--- src/rtl/message_pkg.sv ---
// -----------------------------------------------------------------------------
// message_pkg
// Shared types and constants for the secret-message receiver slice.
//
// Contents:
//   state_t        receiver FSM states (IDLE, SKIP, CAPTURE, DONE)
//   EOM_BIT        index of the end-of-message flag inside a stream word
//   CHAR_W         width of one stored character
//   WORD_W         width of one stream word (character + flag)
//   DEFAULT_DEPTH  default buffer capacity in characters
//   addChar()      8-bit wrapping checksum accumulate
// -----------------------------------------------------------------------------
package message_pkg;

    // Receiver control states. IDLE and DONE both accept a new start request;
    // SKIP swallows the words still in flight through the stream pipeline.
    typedef enum logic [1:0] {
        IDLE    = 2'd0,
        SKIP    = 2'd1,
        CAPTURE = 2'd2,
        DONE    = 2'd3
    } state_t;

    localparam int EOM_BIT       = 8;
    localparam int CHAR_W        = 8;
    localparam int WORD_W        = 9;
    localparam int DEFAULT_DEPTH = 256;

    // The checksum is a plain modulo-256 sum, so the carry is simply dropped.
    function automatic logic [CHAR_W-1:0] addChar(input logic [CHAR_W-1:0] sum,
                                                  input logic [CHAR_W-1:0] ch);
        return sum + ch;
    endfunction

endpackage

--- src/rtl/message_buffer.sv ---
// -----------------------------------------------------------------------------
// message_buffer
// Single-write / single-read synchronous character store with a registered
// read port. A read of the address being written on the same edge returns the
// previous contents. Storage itself has no reset so it can map onto a memory
// macro; only the read register is cleared.
//
// Ports:
//   i_clk     clock, rising edge
//   i_rst     synchronous active-high reset (read register only)
//   i_wrEn    write strobe
//   i_wrAddr  write address
//   i_wrData  character to store
//   i_rdAddr  read address
//   o_rdData  contents at i_rdAddr, valid one cycle after the address
// -----------------------------------------------------------------------------
module message_buffer
    import message_pkg::*;
#(
    parameter int DEPTH  = DEFAULT_DEPTH,
    parameter int ADDR_W = $clog2(DEPTH)
) (
    input  logic              i_clk,
    input  logic              i_rst,
    input  logic              i_wrEn,
    input  logic [ADDR_W-1:0] i_wrAddr,
    input  logic [CHAR_W-1:0] i_wrData,
    input  logic [ADDR_W-1:0] i_rdAddr,
    output logic [CHAR_W-1:0] o_rdData
);

    logic [CHAR_W-1:0] r_mem [DEPTH];
    logic [CHAR_W-1:0] r_rdData;

    // Write port. Deliberately reset-free: the array contents survive a reset
    // so the host can still inspect the last message afterwards.
    always_ff @(posedge i_clk) begin
        if (i_wrEn) begin
            r_mem[i_wrAddr] <= i_wrData;
        end
    end

    // Registered read. Because both ports update with non-blocking
    // assignments, a same-address collision naturally returns the old word.
    always_ff @(posedge i_clk) begin
        if (i_rst) begin
            r_rdData <= '0;
        end else begin
            r_rdData <= r_mem[i_rdAddr];
        end
    end

    assign o_rdData = r_rdData;

endmodule

--- src/rtl/message_receiver.sv ---
// -----------------------------------------------------------------------------
// message_receiver
// Far end of the 9-bit secret-message stream. Drives the transmitter enable,
// discards the words still in the delivery pipeline, then stores characters
// until the end-of-message flag arrives or the buffer fills. Reports length,
// running checksum and overflow, and offers a synchronous readback port.
//
// Ports:
//   clk_i        clock, rising edge
//   rst_i        synchronous active-high reset
//   start_i      capture request, honoured only in IDLE or DONE
//   stream_en_o  transmitter enable (registered)
//   rx_data_i    incoming word: [7:0] character, [8] end-of-message
//   busy_o       high while skipping or capturing
//   done_o       high once a message has been captured
//   msg_len_o    number of characters stored (0..DEPTH)
//   overflow_o   buffer filled before the end-of-message flag
//   checksum_o   modulo-256 sum of stored characters
//   rd_addr_i    readback address
//   rd_data_o    buffer contents at rd_addr_i, one-cycle latency
// -----------------------------------------------------------------------------
module message_receiver
    import message_pkg::*;
#(
    parameter int DEPTH   = DEFAULT_DEPTH,
    parameter int ADDR_W  = $clog2(DEPTH),
    parameter int LATENCY = 0
) (
    input  logic              clk_i,
    input  logic              rst_i,
    input  logic              start_i,
    output logic              stream_en_o,
    input  logic [WORD_W-1:0] rx_data_i,
    output logic              busy_o,
    output logic              done_o,
    output logic [ADDR_W:0]   msg_len_o,
    output logic              overflow_o,
    output logic [CHAR_W-1:0] checksum_o,
    input  logic [ADDR_W-1:0] rd_addr_i,
    output logic [CHAR_W-1:0] rd_data_o
);

    // The skip counter only needs to reach LATENCY-1; keep it at least one bit
    // wide so the LATENCY = 0 build still has a legal (unused) register.
    localparam int SKIP_W    = (LATENCY > 1) ? $clog2(LATENCY) : 1;
    localparam int SKIP_LAST = (LATENCY > 0) ? LATENCY - 1 : 0;
    localparam logic [ADDR_W:0] LEN_LAST = (ADDR_W + 1)'(DEPTH - 1);

    state_t              r_state;
    state_t              w_nextState;
    logic [SKIP_W-1:0]   r_skipCnt;
    logic                r_streamEn;
    logic [ADDR_W:0]     r_msgLen;
    logic [CHAR_W-1:0]   r_checksum;
    logic                r_overflow;

    logic                w_isEom;
    logic                w_isLast;
    logic                w_skipDone;
    logic                w_startAccept;
    logic                w_wrEn;
    logic                w_busy;
    logic                w_done;
    logic                w_enNext;
    logic [CHAR_W-1:0]   w_char;

    assign w_char     = rx_data_i[CHAR_W-1:0];
    assign w_isEom    = rx_data_i[EOM_BIT];
    // The write happening this edge is the one that makes the buffer full.
    assign w_isLast   = (r_msgLen == LEN_LAST);
    assign w_skipDone = (r_skipCnt == SKIP_W'(SKIP_LAST));

    // State register. Reset wins over everything, including a capture that is
    // halfway through a message.
    always_ff @(posedge clk_i) begin
        if (rst_i) begin
            r_state <= IDLE;
        end else begin
            r_state <= w_nextState;
        end
    end

    // Next-state logic. With no pipeline latency the SKIP state is bypassed
    // entirely so word 0 is sampled on the very next edge after the start.
    always_comb begin
        w_nextState = r_state;
        case (r_state)
            IDLE, DONE: begin
                if (start_i) begin
                    w_nextState = (LATENCY > 0) ? SKIP : CAPTURE;
                end
            end
            SKIP: begin
                if (w_skipDone) begin
                    w_nextState = CAPTURE;
                end
            end
            CAPTURE: begin
                if (w_isEom || w_isLast) begin
                    w_nextState = DONE;
                end
            end
            default: begin
                w_nextState = IDLE;
            end
        endcase
    end

    // Output decode. The enable is computed from the next state so that the
    // registered copy is high exactly while the FSM sits in SKIP or CAPTURE,
    // and drops on the same edge that terminates the message.
    always_comb begin
        w_startAccept = 1'b0;
        w_wrEn        = 1'b0;
        w_busy        = 1'b0;
        w_done        = 1'b0;
        case (r_state)
            IDLE: begin
                w_startAccept = start_i;
            end
            DONE: begin
                w_startAccept = start_i;
                w_done        = 1'b1;
            end
            SKIP: begin
                w_busy = 1'b1;
            end
            CAPTURE: begin
                w_busy = 1'b1;
                w_wrEn = 1'b1;
            end
            default: begin
                w_busy = 1'b0;
            end
        endcase
        w_enNext = (w_nextState == SKIP) || (w_nextState == CAPTURE);
    end

    // Counts the edges spent in SKIP; parked at zero in every other state so
    // each capture starts counting afresh.
    always_ff @(posedge clk_i) begin
        if (rst_i || (r_state != SKIP)) begin
            r_skipCnt <= '0;
        end else begin
            r_skipCnt <= r_skipCnt + 1'b1;
        end
    end

    // Registered transmitter enable.
    always_ff @(posedge clk_i) begin
        if (rst_i) begin
            r_streamEn <= 1'b0;
        end else begin
            r_streamEn <= w_enNext;
        end
    end

    // Message status. A start clears the previous result; every captured word
    // bumps the length and checksum. Overflow is only flagged when the buffer
    // fills on a word that is not itself the end of the message.
    always_ff @(posedge clk_i) begin
        if (rst_i) begin
            r_msgLen   <= '0;
            r_checksum <= '0;
            r_overflow <= 1'b0;
        end else if (w_startAccept) begin
            r_msgLen   <= '0;
            r_checksum <= '0;
            r_overflow <= 1'b0;
        end else if (w_wrEn) begin
            r_msgLen   <= r_msgLen + 1'b1;
            r_checksum <= addChar(r_checksum, w_char);
            r_overflow <= w_isLast && !w_isEom;
        end
    end

    message_buffer #(
        .DEPTH  (DEPTH),
        .ADDR_W (ADDR_W)
    ) u_buffer (
        .i_clk    (clk_i),
        .i_rst    (rst_i),
        .i_wrEn   (w_wrEn),
        .i_wrAddr (r_msgLen[ADDR_W-1:0]),
        .i_wrData (w_char),
        .i_rdAddr (rd_addr_i),
        .o_rdData (rd_data_o)
    );

    assign stream_en_o = r_streamEn;
    assign busy_o      = w_busy;
    assign done_o      = w_done;
    assign msg_len_o   = r_msgLen;
    assign overflow_o  = r_overflow;
    assign checksum_o  = r_checksum;

endmodule

--- config.mk ---
export PLATFORM = sky130hd
export DESIGN_NAME = message_receiver
export DESIGN_NICKNAME = d
export VERILOG_FILES = /design/src/rtl/message_pkg.sv /design/src/rtl/message_buffer.sv /design/src/rtl/message_receiver.sv
export SDC_FILE = /design/constraint.sdc
export NUM_CORES = 2
export LEC_CHECK = 0
export CAP_MARGIN = 20
export CORE_MARGIN = 2
export CORE_UTILIZATION = 52
export DETAILED_ROUTE_END_ITERATION = 8
export PLACE_DENSITY = 0.69
export SYNTH_ARGS = -nofsm -noshare
export SYNTH_HDL_FRONTEND = slang
export SYNTH_SLANG_ARGS = --single-unit
--- constraint.sdc ---
create_clock -name clk_i -period 3.1 [get_ports clk_i]
set_clock_uncertainty 0.1 [all_clocks]
set_input_delay 0.62 -clock clk_i [delete_from_list [all_inputs] [get_ports clk_i]]
set_output_delay 0.62 -clock clk_i [all_outputs]
set_load 0.01 [all_outputs]
==> impl_summary.txt <==
----------------------------------------------------
[Floorplan]
  Initial Util ... 52.5%
  Standard cell core area ... 152000 um2
  Floorplan die width ... 396 um
  Number of ports placed on the die boundary ... 49
  Cell row count ... 143
  Total Die Area ... 157000 um2
  Die Y ... 396 um

[Final layout]
  Commonest cells after routing, fill and taps aside ... 2048 x edfxtp_1, 496 x mux4_2, 476 x buf_4
  Nets@finish ... 4325
  # fillers ... 10.4k
  Fraction of layout instances using a drive strength above 1 ... 29.7%
  Sequential cell area ... 62100 um2
  Final Core Density ... 61.1%
  Layout Cells excl Fill ... 6480
  Diode insertion count for antenna repair ... 0
  Area overhead of the layout relative to synthesis ... 16.3%
  Final Instance Area ... 93000 um2
  Most common cell after layout, fill and taps aside ... edfxtp_1
  Multi-input logic area ... 16600 um2

[GRT]
  Antenna violations before repair ... 5
  Maximum number of pins on one net before global-route repair ... 161
  GRT Residual Overflow ... 0
  Global Route Usage Sum ... 26.1%
  Via count of the first global-routing pass ... 40.8k
  Global-route wire length before repair ... 292 mm

[Power]
  Power per cell area ... 628 nW/um2
  Leak Pwr ... 29.8 nW
  VDD IR max ... 0.000522 V

[Timing]
  Transition time at the pin with the least slew margin ... 1240 ps
  Max Freq ... 0.323 GHz
  Post-layout worst setup margin ... 1.00 ps
  Setup repair after global routing missed its margin ... false
  Count of final setup violators ... 0
  Hold violation count in the final report ... 0
  Final-layout worst hold slack ... 115 ps
  Worst slew margin relative to its limit ... 17.5%
  Total count of max-transition violations in the final report ... 0
  Final cycle utilization of the critical path ... 100%
  Minimum clock period after layout ... 3100 ps

[Clocking]
  Number of buffers added by the clock tree synthesis step ... 198
  Clock H-tree levels ... 4
  Maximum buffer depth of the clock tree ... 3
  Source-to-sink clock delay at the later pin of the worst-skew pair ... 840 ps
  Root cell of the clock tree ... clkbuf_16
  Clock-pin transition on the worst setup and hold timing paths ... 60 ps
  Number of post-CTS setup repair buffers ... 0
  TritonCTS clock tree ... yes
  Total clock sinks ... 2078

[Worst hold path]
  Depth of the worst hold-timing path ... 4
  Endpoint, Worst Hold ... checksum_o[0]
  Kind of path behind the tightest hold check ... primary input to flop
  Worst Hold Launch ... rx_data_i[0]

[Yosys]
  Syn_nets ... 3769
  Mean instance size in the synthesized netlist ... 21.4 um2
  Compound-Gate Fraction of Synth Area ... 2.11%
  Proportion of netlist area held by the largest area contributor ... 76.9%
  Leading post-synthesis cells by cell area ... edfxtp_1 77%, mux4_2 14%, nor2_1 1.5%
  Cell accounting for the most synthesized area ... edfxtp_1
  Largest family of logic cells by synthesized area ... multiplexers
  Post-Synthesis Cells ... 3733
  Adder-cell share of the synthesized area ... 0.260%
  Share of synthesized flip-flops with an asynchronous set or reset ... 0%
  Most instantiated flip-flop cell in the synthesis netlist ... edfxtp_1
  Number of enable flip-flop cells after synthesis ... 2048
  Yosys warns ... 0
  Synth Area in Simple Gates ... 2.82%
  Register area share after synthesis ... 77.7%
  Flop and latch count out of synthesis ... 2078
  Multiplexer share of the synthesized area ... 15.3%
  Share of the synthesized netlist area taken by xor and xnor gates ... 0.142%
  Library cells used by synthesis ... 45
  Netlist area before placement ... 80000 um2

[Outcome]
  Status ... finished, final reports clean

[Worst setup path]
  Critical path's slowest cell ... clkdlybuf4s50_1
  Flop2flop setup slack ... 240 ps
  Data required, critical path ... 3770 ps
  Endpoint of the most critical register-to-register path ... u_buffer.r_mem[225][3]
  Worst path bufs/invs ... 3
  Worst R2R Path Depth ... 7
  Cell occurring most often along the worst timing path ... buf_4
  CP startpoint kind ... primary input
  Critical path data arrival time ... 3770 ps
  Endpoint kind of the worst setup timing path ... flop
  Chain of cells forming the critical path ... clkdlybuf4s50_1 -> nor2_1 -> buf_4 -> nand2_1 -> buf_4 -> o22ai_1 -> nor4_1 -> nand3_1 -> nand4_1
  Cell family with most CP delay ... buffers and inverters
  Crit-path max FO ... 16
  Startpoint of the most critical register-to-register path ... r_state[1]
  Slowest stage delay, CP ... 920 ps
  Worst Setup Path Type ... primary input to flop

[Placement]
  Placer's final routability congestion estimate ... 0.924
  Number of input and output port buffers inserted ... 48
  Area after DPL ... 86300 um2
  Cells after DPL ... 6115
  Hpwl dp ... 130 mm
  Pre-CTS setup slack ... -720 ps

[Detailed routing]
  Routed wire length per instance ... 31.3 um
  Number of search-and-repair iterations in the first detailed-routing pass ... 6
  Post-detailed-route DRC marker count ... 0
  Post-detailed-route via-to-cell ratio ... 6.29
  Number of routed nets with antenna violations ... 0
  DRC violation total after the first TritonRoute iteration ... 5091
  Routed wire length ... 203 mm
  DR vias ... 40.8k

[Flow run]
  Total of max-cap violations ... 0

----------------------------------------------------
[flip-flops by register name, indices dropped and copies added (netlist names)]
register,count
u_buffer.r_mem,2048
u_buffer.o_rdData,8
stream_en_o,1
overflow_o,1
r_skipCnt,1
checksum_o,8
r_state,2
msg_len_o,9
[synth_stat cells, types with 3 or more instances]
cell,number
and3_1,3
buf_2,63
ha_1,15
nand4_1,18
a21o_1,3
nor3_1,27
o22ai_1,144
nor2_1,323
nand2b_1,4
nor4_1,27
a21oi_1,15
o221ai_1,8
edfxtp_1,2048
nand2_1,56
buf_4,43
a211oi_1,27
buf_1,6
nand3b_1,7
xor2_1,5
xnor2_1,8
mux4_2,496
nor2b_1,6
buf_6,29
mux2i_1,110
inv_1,13
nand3_1,37
dfxtp_1,30
o21ai_0,36
o211ai_1,5
a22oi_1,16
clkbuf_1,79
nor3b_1,3
o21ai_1,8
[routing by layer]
| metal | vias up | global-route usage [%] | part of all wire, % |
|---|---|---|---|
| met2 | 2250 | 39.9 | 47 |
| met4 | 6 | 8.66 | 3.3 |
| met3 | 376 | 6.72 | 11 |
| met5 | - | 0 | 0.024 |
| li1 | 16700 | - | - |
| met1 | 21400 | 37.0 | 38 |
[cell families after synthesis]
| logic type | Yosys count |
|---|---|
| compound gates | 267 |
| buf+inv | 233 |
| mux | 606 |
| fa+ha+maj | 16 |
| xor+xnor | 13 |
| simple gates | 520 |
| flops | 2078 |
[layout make-up]
class | count | area share (%)
Tap cell | 2030 | 2.73
Clock inverter | 117 | 1.44
Multi-Input combinational cell | 1422 | 17.8
Clock buffer | 244 | 5.67
Sequential cell | 2078 | 66.8
Timing Repair Buffer | 576 | 5.51
Inverter | 13 | 0.0525
[what timing repair did]
action	CTS	global route
resized for setup	0	1
hold buffers	3	0
hold endpoints to repair	12	0
endpoints found under the setup margin	0	1
[worst register-to-register path, cell delays in order (launching register included)]
cell     delay (ps)
dfxtp_1         390
ha_1            190
inv_1           110
nor3_1          430
nand2_1         580
buf_12          380
nor2_1          150
buf_4           210
[worst max-delay path by stage]
stage                                         to  slack (ps)  depth (start not counted)    startpoint
after floorplan           u_buffer.r_mem[207][0]         650                          7    r_state[0]
after global routing                      busy_o          50                          4    r_state[0]
after detailed placement    u_buffer.o_rdData[7]        -720                          9  rd_addr_i[3]
after CTS                                 busy_o          20                          4    r_state[0]
final                       u_buffer.o_rdData[7]           1                          9  rd_addr_i[3]
after global placement      u_buffer.o_rdData[7]        -680                          9  rd_addr_i[3]
[power breakdown]
group / switching (W) / internal [W]
logic: 0.00175 / 0.00112
registers: 0.0000616 / 0.0309
clock network: 0.0103 / 0.0142
total: 0.0121 / 0.0462
[metrics by stage]
stage | total power [W] | TNS, ps
after floorplan | 0.0329 | 0
after global placement | 0.0344 | -4930
after detailed placement | 0.0344 | -5070
after CTS | 0.0586 | 0
after global routing | 0.0598 | 0
final | 0.0583 | 0
Note: power is estimated with default switching activity, not from simulation.
